--- src/rtl/ex_stage_muldiv.sv ---
// Execute stage: RV32I ALU, branch/jump resolution and the RV32M multiply/divide
// unit, with valid/ready handshakes towards decode and MEM.
module ex_stage_muldiv #(
  parameter int unsigned width         = 32,
  parameter int unsigned rsWidth       = 5,
  parameter int unsigned opcodeWidth   = 7,
  parameter bit          MUL_ITERATIVE = 1'b1
) (
  input  logic                   clk,
  input  logic                   rst,
  input  logic                   killIn,
  input  logic                   inValid,
  output logic                   inReady,
  input  logic [opcodeWidth-1:0] opcode,
  input  logic [2:0]             func3,
  input  logic [6:0]             func7,
  input  logic [width-1:0]       reg1Value,
  input  logic [width-1:0]       reg2Value,
  input  logic [width-1:0]       immediate,
  input  logic [width-1:0]       PC,
  input  logic [rsWidth-1:0]     rd,
  output logic                   outValid,
  input  logic                   outReady,
  output logic                   readOut,
  output logic                   writeOut,
  output logic                   noMEMOut,
  output logic [width-1:0]       valueOut,
  output logic [width-1:0]       addressOut,
  output logic [2:0]             addressModeOut,
  output logic [rsWidth-1:0]     rdOut,
  output logic                   flushOut,
  output logic [width-1:0]       flushAddrOut
);

  localparam int unsigned CW = $clog2(width + 1);
  localparam logic [opcodeWidth-1:0] OP_REG    = opcodeWidth'(7'b0110011);
  localparam logic [opcodeWidth-1:0] OP_IMM    = opcodeWidth'(7'b0010011);
  localparam logic [opcodeWidth-1:0] OP_LUI    = opcodeWidth'(7'b0110111);
  localparam logic [opcodeWidth-1:0] OP_AUIPC  = opcodeWidth'(7'b0010111);
  localparam logic [opcodeWidth-1:0] OP_JAL    = opcodeWidth'(7'b1101111);
  localparam logic [opcodeWidth-1:0] OP_JALR   = opcodeWidth'(7'b1100111);
  localparam logic [opcodeWidth-1:0] OP_BRANCH = opcodeWidth'(7'b1100011);
  localparam logic [opcodeWidth-1:0] OP_LOAD   = opcodeWidth'(7'b0000011);
  localparam logic [opcodeWidth-1:0] OP_STORE  = opcodeWidth'(7'b0100011);
  localparam logic [width-1:0]       XMIN      = {1'b1, {(width-1){1'b0}}};

  typedef enum logic {IDLE, MD_BUSY} state_e;
  state_e state_q, state_d;

  logic [CW-1:0]        cnt_q, cnt_d;
  logic [2*width-1:0]   acc_q, acc_d, opa_q, opa_d;
  logic [width-1:0]     opb_q, opb_d;
  logic                 neg_q, neg_d, neg_rem_q, neg_rem_d;
  logic [2:0]           md_f3_q, md_f3_d;
  logic [rsWidth-1:0]   md_rd_q, md_rd_d;

  logic                 out_valid_q, out_valid_d;
  logic                 read_q, read_d, write_q, write_d, nomem_q, nomem_d;
  logic [width-1:0]     value_q, value_d, addr_q, addr_d;
  logic [2:0]           amode_q, amode_d;
  logic [rsWidth-1:0]   rd_q, rd_d;
  logic                 flush_q, flush_d;
  logic [width-1:0]     flush_addr_q, flush_addr_d;

  logic                 accept, is_md, is_div, div_signed, a_signed, b_signed;
  logic                 a_neg, b_neg, div_zero, div_ovf, md_fast;
  logic [width-1:0]     mag_a, mag_b, fast_md_value;
  logic [2*width-1:0]   comb_prod, comb_prod_s;

  logic [width-1:0]     alu_b, alu_res, alu_sra, ea;
  logic [4:0]           shamt;
  logic                 taken;
  logic [width-1:0]     sc_value, sc_addr, sc_target;
  logic [rsWidth-1:0]   sc_rd;
  logic                 sc_read, sc_write, sc_nomem, sc_flush;

  logic [width:0]       div_trial;
  logic [width-1:0]     div_sub;
  logic [2*width-1:0]   acc_step, opa_step, prod_fin;
  logic [width-1:0]     opb_step, quo_fin, rem_fin, md_result;

  assign inReady = (state_q == IDLE) && (!out_valid_q || outReady);
  assign accept  = inValid && inReady && !killIn;

  // Operand conditioning for the multiply/divide unit (sign-magnitude form).
  always_comb begin
    is_md      = (opcode == OP_REG) && (func7 == 7'b0000001);
    is_div     = func3[2];
    div_signed = !func3[0];
    a_signed   = is_div ? div_signed : ((func3 == 3'd1) || (func3 == 3'd2));
    b_signed   = is_div ? div_signed : (func3 == 3'd1);
    a_neg      = a_signed && reg1Value[width-1];
    b_neg      = b_signed && reg2Value[width-1];
    mag_a      = a_neg ? -reg1Value : reg1Value;
    mag_b      = b_neg ? -reg2Value : reg2Value;
    div_zero   = (reg2Value == '0);
    div_ovf    = div_signed && (reg1Value == XMIN) && (reg2Value == '1);
    md_fast    = is_div ? (div_zero || div_ovf) : !MUL_ITERATIVE;
    comb_prod   = {{width{1'b0}}, mag_a} * {{width{1'b0}}, mag_b};
    comb_prod_s = (a_neg ^ b_neg) ? -comb_prod : comb_prod;
    if (is_div)
      fast_md_value = func3[1] ? (div_zero ? reg1Value : '0) : (div_zero ? '1 : reg1Value);
    else
      fast_md_value = (func3 == 3'd0) ? comb_prod_s[width-1:0] : comb_prod_s[2*width-1:width];
  end

  // Single-cycle ALU, branch and address computation.
  always_comb begin
    alu_b   = (opcode == OP_REG) ? reg2Value : immediate;
    shamt   = alu_b[4:0];
    ea      = reg1Value + immediate;
    alu_sra = $signed(reg1Value) >>> shamt;
    case (func3)
      3'd0:    alu_res = ((opcode == OP_REG) && func7[5]) ? reg1Value - alu_b : reg1Value + alu_b;
      3'd1:    alu_res = reg1Value << shamt;
      3'd2:    alu_res = width'($signed(reg1Value) < $signed(alu_b));
      3'd3:    alu_res = width'(reg1Value < alu_b);
      3'd4:    alu_res = reg1Value ^ alu_b;
      3'd5:    alu_res = func7[5] ? alu_sra : reg1Value >> shamt;
      3'd6:    alu_res = reg1Value | alu_b;
      default: alu_res = reg1Value & alu_b;
    endcase
    case (func3)
      3'd0:    taken = (reg1Value == reg2Value);
      3'd1:    taken = (reg1Value != reg2Value);
      3'd4:    taken = ($signed(reg1Value) < $signed(reg2Value));
      3'd5:    taken = ($signed(reg1Value) >= $signed(reg2Value));
      3'd6:    taken = (reg1Value < reg2Value);
      3'd7:    taken = (reg1Value >= reg2Value);
      default: taken = 1'b0;
    endcase
    sc_value  = '0;
    sc_addr   = '0;
    sc_target = PC + immediate;
    sc_rd     = rd;
    sc_read   = 1'b0;
    sc_write  = 1'b0;
    sc_nomem  = 1'b1;
    sc_flush  = 1'b0;
    case (opcode)
      OP_REG, OP_IMM: sc_value = is_md ? fast_md_value : alu_res;
      OP_LUI:         sc_value = immediate << 12;
      OP_AUIPC:       sc_value = PC + (immediate << 12);
      OP_JAL: begin
        sc_value = PC + width'(4);
        sc_flush = 1'b1;
      end
      OP_JALR: begin
        sc_value  = PC + width'(4);
        sc_flush  = 1'b1;
        sc_target = ea & ~width'(1);
      end
      OP_BRANCH: begin
        sc_rd    = '0;
        sc_flush = taken;
      end
      OP_LOAD: begin
        sc_read  = 1'b1;
        sc_nomem = 1'b0;
        sc_addr  = ea;
      end
      OP_STORE: begin
        sc_write = 1'b1;
        sc_nomem = 1'b0;
        sc_addr  = ea;
        sc_value = reg2Value;
        sc_rd    = '0;
      end
      default: sc_rd = '0;
    endcase
  end

  // One shift-add or restoring-divide step; the final step feeds the result
  // directly so the answer is registered on the edge the counter hits zero.
  always_comb begin
    div_trial = acc_q[2*width-1:width-1];
    div_sub   = div_trial[width-1:0] - opa_q[width-1:0];
    acc_step  = acc_q;
    opa_step  = opa_q;
    opb_step  = opb_q;
    if (!md_f3_q[2]) begin
      if (opb_q[0]) acc_step = acc_q + opa_q;
      opa_step = opa_q << 1;
      opb_step = opb_q >> 1;
    end else if (div_trial >= {1'b0, opa_q[width-1:0]}) begin
      acc_step = {div_sub, acc_q[width-2:0], 1'b1};
    end else begin
      acc_step = {acc_q[2*width-2:0], 1'b0};
    end
    prod_fin = neg_q ? -acc_step : acc_step;
    quo_fin  = neg_q ? -acc_step[width-1:0] : acc_step[width-1:0];
    rem_fin  = neg_rem_q ? -acc_step[2*width-1:width] : acc_step[2*width-1:width];
    if (!md_f3_q[2])
      md_result = (md_f3_q[1:0] == 2'd0) ? prod_fin[width-1:0] : prod_fin[2*width-1:width];
    else
      md_result = md_f3_q[1] ? rem_fin : quo_fin;
  end

  always_comb begin
    state_d      = state_q;
    cnt_d        = cnt_q;
    acc_d        = acc_q;
    opa_d        = opa_q;
    opb_d        = opb_q;
    neg_d        = neg_q;
    neg_rem_d    = neg_rem_q;
    md_f3_d      = md_f3_q;
    md_rd_d      = md_rd_q;
    out_valid_d  = out_valid_q;
    read_d       = read_q;
    write_d      = write_q;
    nomem_d      = nomem_q;
    value_d      = value_q;
    addr_d       = addr_q;
    amode_d      = amode_q;
    rd_d         = rd_q;
    flush_d      = 1'b0;
    flush_addr_d = flush_addr_q;
    if (out_valid_q && outReady) out_valid_d = 1'b0;
    if (killIn) begin
      state_d      = IDLE;
      out_valid_d  = 1'b0;
      read_d       = 1'b0;
      write_d      = 1'b0;
      nomem_d      = 1'b1;
      value_d      = '0;
      addr_d       = '0;
      amode_d      = '0;
      rd_d         = '0;
      flush_addr_d = '0;
    end else if (state_q == MD_BUSY) begin
      acc_d = acc_step;
      opa_d = opa_step;
      opb_d = opb_step;
      cnt_d = cnt_q - CW'(1);
      if (cnt_q == CW'(1)) begin
        state_d     = IDLE;
        out_valid_d = 1'b1;
        value_d     = md_result;
        rd_d        = md_rd_q;
        nomem_d     = 1'b1;
        read_d      = 1'b0;
        write_d     = 1'b0;
        addr_d      = '0;
        amode_d     = md_f3_q;
      end
    end else if (accept) begin
      if (is_md && !md_fast) begin
        state_d   = MD_BUSY;
        cnt_d     = CW'(width);
        acc_d     = is_div ? {{width{1'b0}}, mag_a} : '0;
        opa_d     = is_div ? {{width{1'b0}}, mag_b} : {{width{1'b0}}, mag_a};
        opb_d     = mag_b;
        neg_d     = a_neg ^ b_neg;
        neg_rem_d = a_neg;
        md_f3_d   = func3;
        md_rd_d   = rd;
      end else begin
        out_valid_d = 1'b1;
        value_d     = sc_value;
        addr_d      = sc_addr;
        amode_d     = func3;
        rd_d        = sc_rd;
        read_d      = sc_read;
        write_d     = sc_write;
        nomem_d     = sc_nomem;
        flush_d     = sc_flush;
        if (sc_flush) flush_addr_d = sc_target;
      end
    end
  end

  always_ff @(posedge clk) begin
    if (rst) begin
      state_q      <= IDLE;
      cnt_q        <= '0;
      acc_q        <= '0;
      opa_q        <= '0;
      opb_q        <= '0;
      neg_q        <= 1'b0;
      neg_rem_q    <= 1'b0;
      md_f3_q      <= '0;
      md_rd_q      <= '0;
      out_valid_q  <= 1'b0;
      read_q       <= 1'b0;
      write_q      <= 1'b0;
      nomem_q      <= 1'b1;
      value_q      <= '0;
      addr_q       <= '0;
      amode_q      <= '0;
      rd_q         <= '0;
      flush_q      <= 1'b0;
      flush_addr_q <= '0;
    end else begin
      state_q      <= state_d;
      cnt_q        <= cnt_d;
      acc_q        <= acc_d;
      opa_q        <= opa_d;
      opb_q        <= opb_d;
      neg_q        <= neg_d;
      neg_rem_q    <= neg_rem_d;
      md_f3_q      <= md_f3_d;
      md_rd_q      <= md_rd_d;
      out_valid_q  <= out_valid_d;
      read_q       <= read_d;
      write_q      <= write_d;
      nomem_q      <= nomem_d;
      value_q      <= value_d;
      addr_q       <= addr_d;
      amode_q      <= amode_d;
      rd_q         <= rd_d;
      flush_q      <= flush_d;
      flush_addr_q <= flush_addr_d;
    end
  end

  assign outValid       = out_valid_q;
  assign readOut        = read_q;
  assign writeOut       = write_q;
  assign noMEMOut       = nomem_q;
  assign valueOut       = value_q;
  assign addressOut     = addr_q;
  assign addressModeOut = amode_q;
  assign rdOut          = rd_q;
  assign flushOut       = flush_q;
  assign flushAddrOut   = flush_addr_q;

endmodule

--- config.mk ---
export PLATFORM = sky130hd
export DESIGN_NAME = ex_stage_muldiv
export DESIGN_NICKNAME = d
export VERILOG_FILES = /design/src/rtl/ex_stage_muldiv.sv
export SDC_FILE = /design/constraint.sdc
export NUM_CORES = 2
export LEC_CHECK = 0
export BUFFER_PORTS_ARGS = -buffer_cell sky130_fd_sc_hd__buf_2
export CAP_MARGIN = 30
export CORE_ASPECT_RATIO = 0.5
export CORE_MARGIN = 3
export CORE_UTILIZATION = 25
export DETAILED_ROUTE_END_ITERATION = 8
export SLEW_MARGIN = 15
export SYNTH_ARGS = -nofsm -noshare
export SYNTH_HDL_FRONTEND = slang
export SYNTH_SLANG_ARGS = --single-unit
export TNS_END_PERCENT = 100
--- constraint.sdc ---
create_clock -name clk -period 11.8 [get_ports clk]
set_clock_uncertainty 0.1 [all_clocks]
set_input_delay 0.59 -clock clk [delete_from_list [all_inputs] [get_ports clk]]
set_output_delay 0.59 -clock clk [all_outputs]
set_load 0.05 [all_outputs]
=== Word level (Yosys, flattened, before mapping) ===
Index checks and enable logic that the tools add are counted.
W data, S select, Z words.

* Input bits: 155
* Output and inout bits: 110
* Logic and storage cells: 198
* Bits in registers: 286

* Reduce and logical (&&, ||, !) cells: 34
* $mul: 1
* Equal/unequal tests: 25
* Shift-type cells: 3
* Magnitude comparators: 7
* Bitwise logic cells: 8
* Multiplexer cells: 86
* $add $sub $neg: 15

{| class="wikitable"
|+ Operator list
! cell !! number
|-
| $mux W32 || 32
|-
| $mux W64 || 12
|-
| $pmux W32 S7 || 1
|-
| $pmux W32 S5 || 1
|-
| $add A32 B32 Y32 || 4
|-
| $lt A32 B32 Y1 || 4
|-
| $neg A32 Y32 || 4
|-
| $neg A64 Y64 || 2
|-
| $add A64 B64 Y64 || 1
|-
| $eq A32 B32 Y1 const B || 2
|-
| $ge A32 B32 Y1 || 2
|-
| $mul A32 B32 Y64 || 1
|-
| $sub A32 B32 Y32 || 2
|-
| $ge A33 B32 Y1 || 1
|-
| $add A32 B3 Y32 const B || 1
|-
| $and A32 B32 Y32 || 1
|-
| $eq A32 B32 Y1 || 1
|-
| $logic_not A32 Y1 || 1
|-
| $ne A32 B32 Y1 || 1
|-
| $or A32 B32 Y32 || 1
|-
| $shl A32 B5 Y32 || 1
|-
| $shr A32 B5 Y32 || 1
|-
| $sshr A32 B5 Y32 || 1
|-
| $xor A32 B32 Y32 || 1
|-
| 31 further kinds || 100
|}

=== Longest topological paths before layout ===
* Depth after elaboration: 15
* Mapped depth: 44
* Gate-level depth less buffers: 41

=== Least setup slack after synthesis ===
No wires, ideal clock.

* Path type: input to register
* Start: in reg1Value[0]
* End: reg value_q[23], in the netlist valueOut[23]
* Slack: 0.357 ns
* Arrival time: 11.216 ns
* Data required time: 11.573 ns
* Library setup time: 0.127 ns
* Cell stages on the path: 42
* Path buffers: 3
* Cells stage by stage: clkbuf_1 > clkinv_1 > clkbuf_1 > ha_1 > nand3_1 > or2_2 > nor2_1 > a31oi_1 > xnor2_1 > clkbuf_1 > nor2_1 > fa_1 > inv_1 > fa_1 > fa_1 > fa_1 > inv_1 > fa_1 > [... 6 more ...] > inv_1 > ha_1 > a21oi_1 > nand2_1 > a211o_1 > a21oi_1 > nor4_1 > o211a_1 > or3_1 > a211oi_1 > nand4_1 > nor4_2 > nand3_1 > o31ai_1 > xnor2_1 > o221a_2 > o32ai_1 > a21oi_1

* Longest elaborated chain between the ends: 12
* Elaborated cells between the ends (all ways): 29
* Those cells by class: add/sub (4); mul (1); eq/ne (2); shift (3); mux (13); reduce/logical (6)

{| class="wikitable"
|+ RTL lines
! element !! RTL line !! RTL
|-
| start, declared || 17 || <nowiki>input logic [width-1:0] reg1Value,</nowiki>
|-
| $neg A32 Y32 || 94 || <nowiki>mag_a = a_neg ? -reg1Value : reg1Value;</nowiki>
|-
| $mux W32 || 94 ||
|-
| $mul A32 B32 Y64 || 99 || <nowiki>comb_prod = {{width{1'b0}}, mag_a} * {{width{1'b0}}, mag_b};</nowiki>
|-
| $neg A64 Y64 || 100 || <nowiki>comb_prod_s = (a_neg ^ b_neg) ? -comb_prod : comb_prod;</nowiki>
|-
| $mux W64 || 100 ||
|-
| $mux W32 || 104 || <nowiki>fast_md_value = (func3 == 3'd0) ? comb_prod_s[width-1:0] : comb_prod_s[2*width-1:width];</nowiki>
|-
| $mux W32 || 101 || <nowiki>if (is_div)</nowiki>
|-
| $mux W32 || 141 || <nowiki>OP_REG, OP_IMM: sc_value = is_md ? fast_md_value : alu_res;</nowiki>
|-
| $pmux W32 S5 || 140 || <nowiki>case (opcode)</nowiki>
|-
| $mux W32 || 248 || <nowiki>if (is_md && !md_fast) begin</nowiki>
|-
| $mux W32 || 247 || <nowiki>end else if (accept) begin</nowiki>
|-
| $mux W32 || 231 || <nowiki>end else if (state_q == MD_BUSY) begin</nowiki>
|-
| end signal, assigned || 308 || <nowiki>value_q <= value_d;</nowiki>
|-
| end, declared || 59 || <nowiki>logic [width-1:0] value_q, value_d, addr_q, addr_d;</nowiki>
|}

Parallel ways exist; a longest one is shown, timed or not. The select of a mux whose other input is x is not followed.
A chain may end at the register's enable or synchronous reset.

=== Final worst setup path ===
* Start: in reg1Value[8]
* End: reg value_q[28], in the netlist valueOut[28]

Same word-level chain as after synthesis.

==> reports/qor.yml <==
die:
  ios: 265
  fp.dieW_um: 766.6
  row_count: 138
  die_height_um: 386.3
  initial_utilization: 0.2535
  coreArea_mm2: 0.2852
  dieArea_mm2: 0.2961
clock_tree:
  numCtsBuffers: 37
  clk_latency_ns: 0.64
  cts_buffer_depth: 3
  cts_root_buffer: "clkbuf_16"
  cts_max_level: 2
  cts_tree: "done"
  cts_hold_buf: 0
  cts_sinks: 286
  clkTransAtPathRegs_ns: 0.06
setup_path:
  r2r_end: "valueOut[21]$_SDFFE_PP0P_"
  r2r_slack_ns: 4.48
  arrival_ns: 11.54
  worstSetupPathType: "input pin to register"
  r2r-start: "opa_q[0]$_SDFFE_PP0P_"
  slowest_delay_ns: 0.56
  critPathRequiredTime_ns: 12.16
  path_buf_inv: 9
  cp.depth: 38
  reg2reg_depth: 18
  crit_top_cell: "fa_1"
  crit_path_top_delay_cell: "fa_1"
  start_kind: "input pin"
  crit_path_end_kind: "register"
  critPathTopFamily: "adder cells"
  cp_max_fo: 5
routing:
  dr.pass1.iters: 9
  wl_um: 387200
  wl_per_cell_um: 27.46
  ant_nets: 0
  num_vias: 78130
  drc: 0
  routed_via_density: 5.541
  drt_iter0_drc: 10380
synth:
  yosys-top-cells-count: "nor2_1, nand2_1, inv_1"
  synth_top_cell_by_area: "fa_1"
  ys_top_cells_by_area: "fa_1, ha_1, dfxtp_1"
  synth-seq-cells: 286
  synthArstFlopShare: 0
  synth_nets: 11300
  yosysSeqAreaShare: 0.07918
  synth_most_common_cell: "nor2_1"
  yosysTopAreaCellShare: 0.2497
  syn_area_mm2: 0.07231
  ys_types: 104
  yosysWarningCount: 0
  synth_edf_count: 0
  synth_flop_cell: "dfxtp_1"
  syn_inst: 9671
  syn_avg_cell_area_um2: 7.477
cells_and_area:
  final_nets: 11840
  seq_area_mm2: 0.005736
  multiInputGateArea_mm2: 0.06087
  final_area_mm2: 0.08537
  synthToLayoutAreaGrowth_pct: 18.07
  final_layout_size_suffix_gt1_frac: 0.1341
  final_core_util: 0.2993
  fillerInstances: 31050
sta:
  worst_slew_pin_slew_ns: 1.300
  maxSlewViolCount: 0
  rsz0062_at_grt: "false"
  max_slew_margin: 0.1333
  setup_viol_count_final: 0
  fmaxAchievable_mhz: 89.42
  final_hold_viol_count: 0
  timing.final.crit_share: 0.9477
  min_period_ns: 11.18
  setup_tns_ns: 0
global_route:
  grt_usage: 0.2526
  grt_max_degree: 105
  first_global_vias: 75060
  antenna_found_initial: 32
  overflow: 0
  grt_first_pass_wirelength_um: 548200
placement:
  place.port_buffers: 264
  gp_congestion: 1.059
  dp_hpwl_um: 314900
  place_area_mm2: 0.08394
run_status:
  status: "complete, no violations"
flow_run:
  cap_violations: 0
min_path:
  whs_path_depth: 3
  hold_end: "md_rd_q[2]$_SDFFE_PP0P_"
  hp-start: "rd[2]"
  hold_class: "input pin to register"
==> cells in the final DEF, fill, tap and decap left out, types with 19 or more instances in the layout <==
cell	instances
a211oi_1	226
a21o_1	147
a21oi_1	653
a221oi_1	72
a22oi_1	65
a311oi_1	19
a31oi_1	115
and2_1	40
and3_1	63
buf_12	58
buf_2	266
buf_4	752
clkbuf_16	39
dfxtp_1	282
fa_1	902
ha_1	576
inv_1	1144
mux2i_1	85
nand2_1	1145
nand2b_1	56
nand3_1	168
nand4_1	103
nor2_1	1236
nor2b_1	53
nor3_1	167
nor4_1	48
o211ai_1	83
o21a_1	54
o21ai_0	431
o21bai_1	41
o221ai_1	47
o22ai_1	27
o31ai_1	58
or2_2	36
or3_1	61
or4_1	21
xnor2_1	225
xnor2_2	93
xor2_1	107
==> per-layer routing <==
| metal | wire length (µm) | GRT usage |
|---|---|---|
| met4 | 21540 | 0.1184 |
| met5 | 84 | 0 |
| met3 | 43280 | 0.06044 |
| met2 | 160200 | 0.3753 |
| met1 | 162100 | 0.3446 |
==> area by class of cell <==
type | instances | share of cell area
Clock inverter | 17 | 0.002931
Inverter | 1157 | 0.05087
Multi-Input combinational cell | 7635 | 0.7130
Clock buffer | 51 | 0.01231
Antenna cell | 18 | 0.0005276
Sequential cell | 286 | 0.06718
Timing Repair Buffer | 1086 | 0.09677
Tap cell | 3850 | 0.05642
==> logic make-up (layout without fill, tap and decap cells) <==
group | after synthesis | count (layout) | share of synthesized area
flops | 286 | 286 | 0.07918
simple gates | 3290 | 3290 | 0.1990
mux | 107 | 107 | 0.01715
other cells | 0 | 18 | 0
buf+inv | 1750 | 2311 | 0.09147
compound gates | 2317 | 2317 | 0.2098
fa+ha+maj | 1496 | 1496 | 0.3519
xor+xnor | 425 | 425 | 0.05148
==> tightest hold or removal path: stages <==
cell and delay [ns]:
buf_2 0.11, nand2_1 0.05, a21oi_1 0.05
==> worst max-delay path by stage <==
stage,startpoint,slack (ns),end
final,reg1Value[8],0.62,valueOut[28]$_SDFFE_PP0P_
after global routing,reg2Value[3],0.07,valueOut[28]$_SDFFE_PP0P_
after global placement,reg2Value[16],0.17,valueOut[28]$_SDFFE_PP0P_
after detailed placement,reg1Value[8],0.21,valueOut[0]$_SDFFE_PP0P_
after floorplan,reg1Value[0],0.36,valueOut[23]$_SDFFE_PP0P_
after CTS,reg2Value[3],0.79,valueOut[28]$_SDFFE_PP0P_
==> sequential cells by signal (all words and copies together) (netlist names), 3 cells and up <==
| name | count |
|---|---|
| md_f3_q | 3 |
| valueOut | 32 |
| addressModeOut | 3 |
| addressOut | 32 |
| acc_q | 64 |
| cnt_q | 6 |
| opa_q | 64 |
| md_rd_q | 5 |
| rdOut | 5 |
| opb_q | 32 |
| flushAddrOut | 32 |
==> repair_timing <==
action	4_1_cts	5_1_grt
resized for setup	0	2
setup buffers	0	0
setup endpoints to repair	0	2
==> through the flow <==
step	hold slack, ns	setup slack [ns]	cells
floorplan	0.3312	0.3572	9671
global placement	0.3375	0.1742	14000
global route	0.1351	0.06997	14090
CTS	0.1019	0.7932	14070
detailed placement	0.3449	0.2099	14000
finish	0.1390	0.6172	14100
Power is not shown: default switching activity piles up to over one toggle a cycle in this logic, so the estimate is an artifact.
